$ cat src/rtl/picosoc_a2_mailbox.sv
// picosoc_a2_mailbox: queues Apple II mailbox writes in a FIFO that PicoSoC firmware drains over iomem
module picosoc_a2_mailbox #(
    parameter int          DEPTH     = 8,
    parameter logic [15:0] CMD_ADDR  = 16'hC7FF,
    parameter logic [15:0] DATA_ADDR = 16'hC7FE
) (
    input  logic        clk,
    input  logic        reset,
    input  logic        iomem_valid,
    input  logic [3:0]  iomem_wstrb,
    input  logic [31:0] iomem_addr,
    input  logic [31:0] iomem_wdata,
    output logic [31:0] iomem_rdata,
    output logic        iomem_ready,
    input  logic [15:0] a2_addr,
    input  logic [7:0]  a2_data,
    input  logic        a2_rw_n,
    input  logic        a2_data_in_strobe,
    output logic        irq
);
    localparam int AW = $clog2(DEPTH);
    localparam logic [AW:0] FULL_COUNT = (AW+1)'(DEPTH);

    logic [8:0]    mem [DEPTH];
    logic [AW-1:0] rd_ptr, wr_ptr;
    logic [AW:0]   count;
    logic          overflow, irq_en, done;
    logic          accept, is_write, not_empty, full, push_req, pop, flush, ovf_clr, push_ok, ovf_set;
    logic [5:0]    sel;
    logic [31:0]   head_word, status_word, read_word;

    always_comb begin
        sel = iomem_addr[7:2];
        // done blocks a second acceptance while the master still holds valid after its ack
        accept = iomem_valid & ~iomem_ready & ~done;
        is_write = |iomem_wstrb;
        not_empty = count != '0;
        full = count == FULL_COUNT;
        push_req = a2_data_in_strobe & ~a2_rw_n & ((a2_addr == CMD_ADDR) | (a2_addr == DATA_ADDR));
        pop = accept & ~is_write & (sel == 6'd1) & not_empty;
        flush = accept & is_write & (sel == 6'd0) & iomem_wdata[0];
        ovf_clr = accept & is_write & (sel == 6'd0) & iomem_wdata[2];
        push_ok = push_req & ~flush & (~full | pop);
        ovf_set = push_req & ~flush & full & ~pop;
        head_word = not_empty ? {1'b1, 22'b0, mem[rd_ptr]} : '0;
        status_word = {16'b0, 8'(count), 5'b0, overflow, full, not_empty};
        read_word = is_write ? '0 :
                    (sel == 6'd0) ? status_word :
                    ((sel == 6'd1) | (sel == 6'd2)) ? head_word :
                    (sel == 6'd3) ? {31'b0, irq_en} : '0;
    end

    always_ff @(posedge clk) begin
        if (reset) begin
            rd_ptr <= '0;
            wr_ptr <= '0;
            count <= '0;
            overflow <= 1'b0;
            irq_en <= 1'b0;
            irq <= 1'b0;
            done <= 1'b0;
            iomem_ready <= 1'b0;
            iomem_rdata <= '0;
        end else begin
            iomem_ready <= accept;
            iomem_rdata <= accept ? read_word : '0;
            done <= iomem_valid & (iomem_ready | done);
            irq <= irq_en & not_empty;
            overflow <= (overflow & ~ovf_clr) | ovf_set;
            if (accept & is_write & (sel == 6'd3)) irq_en <= iomem_wdata[0];
            rd_ptr <= flush ? '0 : pop ? rd_ptr + AW'(1) : rd_ptr;
            wr_ptr <= flush ? '0 : push_ok ? wr_ptr + AW'(1) : wr_ptr;
            count <= flush ? '0 : count + (AW+1)'(push_ok) - (AW+1)'(pop);
        end
    end

    always_ff @(posedge clk) begin
        if (push_ok & ~reset) mem[wr_ptr] <= {a2_addr == CMD_ADDR, a2_data};
    end
endmodule
$ cat config.mk
export PLATFORM = sky130hd
export DESIGN_NAME = picosoc_a2_mailbox
export DESIGN_NICKNAME = d
export VERILOG_FILES = /design/src/rtl/picosoc_a2_mailbox.sv
export SDC_FILE = /design/constraint.sdc
export NUM_CORES = 1
export LEC_CHECK = 0
export BUFFER_PORTS_ARGS = -buffer_cell sky130_fd_sc_hd__buf_2
export CORE_ASPECT_RATIO = 1.25
export CORE_MARGIN = 8
export CORE_UTILIZATION = 48
export CTS_BUF_LIST = sky130_fd_sc_hd__clkbuf_4 sky130_fd_sc_hd__clkbuf_8
export DETAILED_ROUTE_END_ITERATION = 12
export PLACE_DENSITY = 0.8
export SLEW_MARGIN = 20
export SYNTH_ARGS = -nofsm -noshare
export SYNTH_HDL_FRONTEND = slang
export SYNTH_SLANG_ARGS = --single-unit
export TNS_END_PERCENT = 20
$ cat constraint.sdc
create_clock -name clk -period 2.55 [get_ports clk]
set_input_delay 0.1275 -clock clk [delete_from_list [all_inputs] [get_ports clk]]
set_output_delay 0.1275 -clock clk [all_outputs]
set_load 0.02 [all_outputs]
==> Yosys cells after proc, flatten, opt, wreduce, memory -nomap -nowiden <==
Memories as Yosys holds them, arrays and structs flattened. A register that Yosys moved wholly into a read port is not among the register bits.
Index checks and enable logic that the tools add are counted.
{ "word_totals": {"register_bits": 47, "ramBits": 72, "inputBits": 97, "out_inout_bits": 34, "memories": 1} }
{ "op_classes": {"addsub": 4, "n_eq_ne": 6, "muxes": 8, "n_bitwise": 35, "reduce_logical": 6} }
{ "mem_list": {"columns": ["memory", "depth", "word_bits", "read_ports", "rd_ports_with_merged_regs", "wr", "line_no", "text"], "rows": [
  ["mem", 8, 9, 1, 1, 1, "24", "logic [8:0] mem [DEPTH];"]
]} }
{ "ops": {"columns": ["op", "n"], "rows": [
  ["32-bit 2-to-1 mux", 2],
  ["16-bit equality test, second input constant", 2],
  ["1-bit AND", 20],
  ["6-bit by 2-bit equality test with 1-bit output, second input constant", 2],
  ["12-bit 2-to-1 mux", 1],
  ["1-bit inverter", 10],
  ["7-bit OR reduction", 1],
  ["3-bit by 1-bit adder with 3-bit output, second input constant", 2],
  ["6-bit by 1-bit equality test with 1-bit output, second input constant", 1],
  ["6-bit logical NOT", 1],
  ["3-bit 2-to-1 mux", 2],
  ["6-bit OR reduction", 1],
  ["1-bit bitwise OR", 5],
  ["4-bit by 1-bit adder with 4-bit output", 1],
  ["4-bit equality test, second input constant", 1],
  ["4-bit nonzero test", 1],
  ["4-bit OR reduction", 1],
  ["4-bit by 1-bit subtractor with 4-bit output", 1],
  ["1-bit 2-to-1 mux", 3],
  ["2-bit OR reduction", 1]
]} }

==> Depth between registers and ports, before layout <==
{ "logic_depth": {"ltp_word": 12, "mapped_depth": 11} }

==> Least setup slack after synthesis <==
OpenSTA, ideal clock, no wires.
{ "synth_path": {"kind": "register -> register", "from": "reg iomem_ready", "to": "mem mem[4][0] (enable)", "setup_ps": 387, "arrival_time_ps": 2171, "required_ps": 2163, "path_slack_ps": -8, "path_stages_with_launch": 6, "path_buffers": 0, "period_less_slack_ps": 2558, "cell_sequence": "dfxtp_1 -> or3b_4 -> nor4b_2 -> a21o_1 -> nand4_1 -> nor3_1"} }
{ "synth_between": {"elab_chain_len": 12, "word_cells_on_any_way": 16} }
{ "synth_lines": {"columns": ["element", "line_no", "text"], "rows": [
  ["start, declared", "14", "output logic iomem_ready,"],
  ["start signal, assigned", "65", "iomem_ready <= accept;"],
  ["1-bit inverter *", "35", "accept = iomem_valid & ~iomem_ready & ~done;"],
  ["1-bit AND * (2 in a row)", "35", null],
  ["1-bit AND (3 in a row)", "41", "flush = accept & is_write & (sel == 6'd0) & iomem_wdata[0];"],
  ["1-bit inverter", "43", "push_ok = push_req & ~flush & (~full | pop);"],
  ["1-bit AND", "43", null],
  ["1-bit AND *", "43", null],
  ["1-bit AND *", "78", "if (push_ok & ~reset) mem[wr_ptr] <= {a2_addr == CMD_ADDR, a2_data};"],
  ["1-bit 2-to-1 mux *", "78", null],
  ["1-bit 2-to-1 mux (implied by the code) *", "78", null],
  ["end, declared", "24", null]
]} }
Mark *: on every way between the ends. The rest lies on a longest branch, timed or not.

==> Final worst setup path <==
{ "layout_path": {"from": "in iomem_valid", "to": "reg count[2]"} }
{ "layout_between": {"elab_chain_len": 10, "word_cells_on_any_way": 15} }
{ "layout_lines": {"columns": ["element", "line_no", "text"], "rows": [
  ["start, declared", "9", "input logic iomem_valid,"],
  ["1-bit AND * (2 in a row)", "35", null],
  ["1-bit AND (3 in a row)", "41", null],
  ["1-bit inverter", "43", null],
  ["1-bit AND (2 in a row)", "43", null],
  ["4-bit by 1-bit adder with 4-bit output", "73", "count <= flush ? '0 : count + (AW+1)'(push_ok) - (AW+1)'(pop);"],
  ["4-bit by 1-bit subtractor with 4-bit output", "73", null],
  ["end signal, assigned", "73", null],
  ["end, declared", "26", "logic [AW:0] count;"]
]} }
Marked as above.
A chain may end at the register's enable or synchronous reset.

==> flow_metrics.py <==
metrics = {
    "layout": {
        "syn_to_final_growth_pct": 15.61,
        "insertedDiodeCount": 0,
        "drive_above_1_share": 0.3260,
        "fin_nets": 465,
    },
    "clock_tree": {
        "clk_pin_slew_ns": 0.10,
        "cts_tree": "yes",
        "clk_latency_ns": 0.36,
        "clock-sinks": 103,
        "cts-root-buf": "clkbuf_8",
        "cts_inserted_buffers": 9,
        "cts_htree_levels": 3,
        "cts_setup_buffers": 0,
        "clockBufferDepth": 2,
    },
    "pwr": {
        "p_seq_frac": 0.631,
        "finalPower_mw": 2.828,
        "p_leak_nw": 1.818,
        "comb_power_share": 0.035,
        "power.density_mw_per_mm2": 574.7,
        "swShare": 0.2187,
        "clkPwrFrac": 0.335,
        "power.switching_mw": 0.6185,
        "ir_worst_vdd_mv": 0.2904,
        "p_int_mw": 2.209,
    },
    "sta": {
        "slew-limit-headroom": 0.5969,
        "fmax_mhz": 413.3,
        "layout_min_cycle_time_ns": 2.420,
        "finalSetupViolations": 0,
        "drv_slew": 0,
        "fin_worst_skew_ns": 0.01086,
        "hold_violations": 0,
        "rsz0062_at_grt": "no",
        "finalSetupTns_ns": 0,
        "tightest_slew_ns": 0.6039,
        "finalCritPeriodShare": 0.9489,
    },
    "die": {
        "initial_core_util": 0.4919,
        "die_x_um": 100.2,
        "io_pins": 131,
        "core_area_mm2": 0.008653,
        "die-area_mm2": 0.01216,
        "std_cell_rows": 38,
        "die_h_um": 121.3,
    },
    "drt": {
        "drt_iter0_drc": 99,
        "vias_per_cell": 5.113,
        "wl_per_cell_um": 16.78,
        "routed_wirelength_um": 8138,
        "num_vias": 2480,
        "drc": 0,
        "dr.pass1.iters": 4,
        "ant_nets": 0,
    },
    "critical_path": {
        "critical_path_class": "in -> reg",
        "arrival_ns": 2.68,
        "rr_worst_depth": 10,
        "cp.required_ns": 2.81,
        "crit_path_start_kind": "input pin",
        "critPathMaxFanout": 5,
        "critPathCaptureType": "flip-flop",
    },
    "synthesis": {
        "synth_edf_count": 72,
        "synth_cell_type_count": 47,
        "synth_top_flop_cell": "edfxtp_1",
        "synthesis.area_mm2": 0.004257,
        "yosysWarnings": 0,
        "synth-seq-cells": 103,
        "async_flop_share": 0,
        "synthCells": 285,
        "seq_area_frac_synth": 0.6537,
        "synth.avg_cell_area_um2": 14.94,
    },
    "global_route": {
        "grt_pass1_vias": 2485,
        "grt-ovfl-total": 0,
        "grt_start_max_net_pins": 21,
        "antenna_found_initial": 0,
        "grt_first_pass_wirelength_um": 12560,
        "grt_use_total": 0.1384,
    },
    "hold_path": {
        "whs_path_depth": 1,
        "hold_class": "in -> reg",
    },
    "placement": {
        "port_buffers": 55,
        "dp_hpwl_um": 5802,
        "place.gp.congestion": 0.7448,
    },
    "job": {
        "cap_violations": 0,
    },
    "run_status": {
        "outcome": "completed",
    },
}
-- worst paths after layout --
path                to  slack [ns]         from
max           count[2]        0.13  iomem_valid
min          mem[2][5]        0.02   a2_data[5]
max reg2reg   count[2]        0.18  iomem_ready
min reg2reg   overflow        0.46     overflow
-- cells in the final DEF, fill, tap and decap left out, drive strengths merged, types with 9 or more instances in the layout --
cell type,count
conb,19
nor2,24
nand2,13
edfxtp,72
mux2i,11
inv,9
clkbuf,10
dfxtp,31
mux4,16
buf,73
-- through the flow --
step / std cells / worst slack (ns) / instance area [um2] / hold WS (ns) / util
5_1_grt: 485 / 0.0009865 / 4921 / 0.01488 / 0.5687
2_1_floorplan: 303 / -0.007346 / 4329 / 0.1966 / -
6_report: 485 / 0.1303 / 4921 / 0.02416 / 0.5687
3_5_place_dp: 467 / 0.06690 / 4712 / 0.3724 / 0.5445
3_3_place_gp: 467 / 0.08880 / 4712 / 0.3621 / 0.5445
4_1_cts: 485 / 0.1475 / 4921 / 0.01419 / 0.5687
-- worst max-delay path, stage by stage --
cell and delay [ns]:
dlygate4sd3_1 0.52, buf_2 0.11, or3b_4 0.41, nor4b_2 0.32
nand2_1 0.16, a21o_1 0.21, nand2_1 0.07, ha_1 0.15
inv_1 0.05, fa_1 0.37, xor2_1 0.14, nor2_1 0.05
-- power by group through the flow --
stage | logic, mW | registers [mW] | clock network (mW)
finish | 0.0982 | 1.78 | 0.947
global route | 0.107 | 1.78 | 1.02
CTS | 0.0970 | 1.78 | 0.968
detailed placement | 0.0944 | 1.82 | 0
global placement | 0.0912 | 1.82 | 0
floorplan | 0.0670 | 1.82 | 0
-- Yosys cell counts, types with 3 or more instances --
cell type / number / area share
a21o_1: 4 / 0.0071
a21oi_1: 7 / 0.0082
and2_1: 5 / 0.0073
buf_4: 19 / 0.034
clkbuf_1: 6 / 0.0053
dfxtp_1: 31 / 0.15
edfxtp_1: 72 / 0.51
ha_1: 7 / 0.021
inv_1: 7 / 0.0062
mux2_2: 3 / 0.0079
mux2i_1: 11 / 0.026
mux4_2: 16 / 0.085
nand2_1: 13 / 0.011
nand2b_1: 4 / 0.0059
nand3_1: 7 / 0.0082
nand4_1: 5 / 0.0073
nor2_1: 24 / 0.021
o21ai_0: 6 / 0.0071
xor2_1: 4 / 0.0082
-- per-layer routing --
layer	vias to the layer above	wire, um	GRT usage
li1	1177	-	-
met3	16	575	0.03157
met2	85	4163	0.2335
met5	-	0	0
met4	0	238	0.08815
met1	1202	3160	0.1544
-- layout make-up --
type / instances / area [um2]
Fill cell: 707 / 3732
Tap cell: 120 / 150.1
Clock inverter: 6 / 51.30
Inverter: 7 / 26.28
Multi-Input combinational cell: 164 / 1330
Timing Repair Buffer: 75 / 442.9
Sequential cell: 103 / 2783
Clock buffer: 10 / 137.6
-- state kept, by name, indices dropped and copies added (netlist names), named ones only --
signal / flops
irq_en: 1
done: 1
overflow: 1
rd_ptr: 3
mem: 72
wr_ptr: 3
iomem_rdata: 13
iomem_ready: 1
count: 4
irq: 1
-- cell families after synthesis --
| kind of cell | Yosys count | share of synthesized area |
|---|---|---|
| compound gates | 20 | 0.02822 |
| buf+inv | 36 | 0.05085 |
| other cells | 1 | 0.0008810 |
| fa+ha+maj | 8 | 0.02528 |
| simple gates | 82 | 0.1123 |
| flops | 103 | 0.6537 |
| mux | 30 | 0.1185 |
| xor+xnor | 5 | 0.01029 |
-- repair_timing --
item                                   4_1_cts  5_1_grt
resized for setup                            0        0
endpoints found under the hold margin        3        0
hold buffers                                 2        0
No activity file was read; power rests on OpenSTA's default activity.
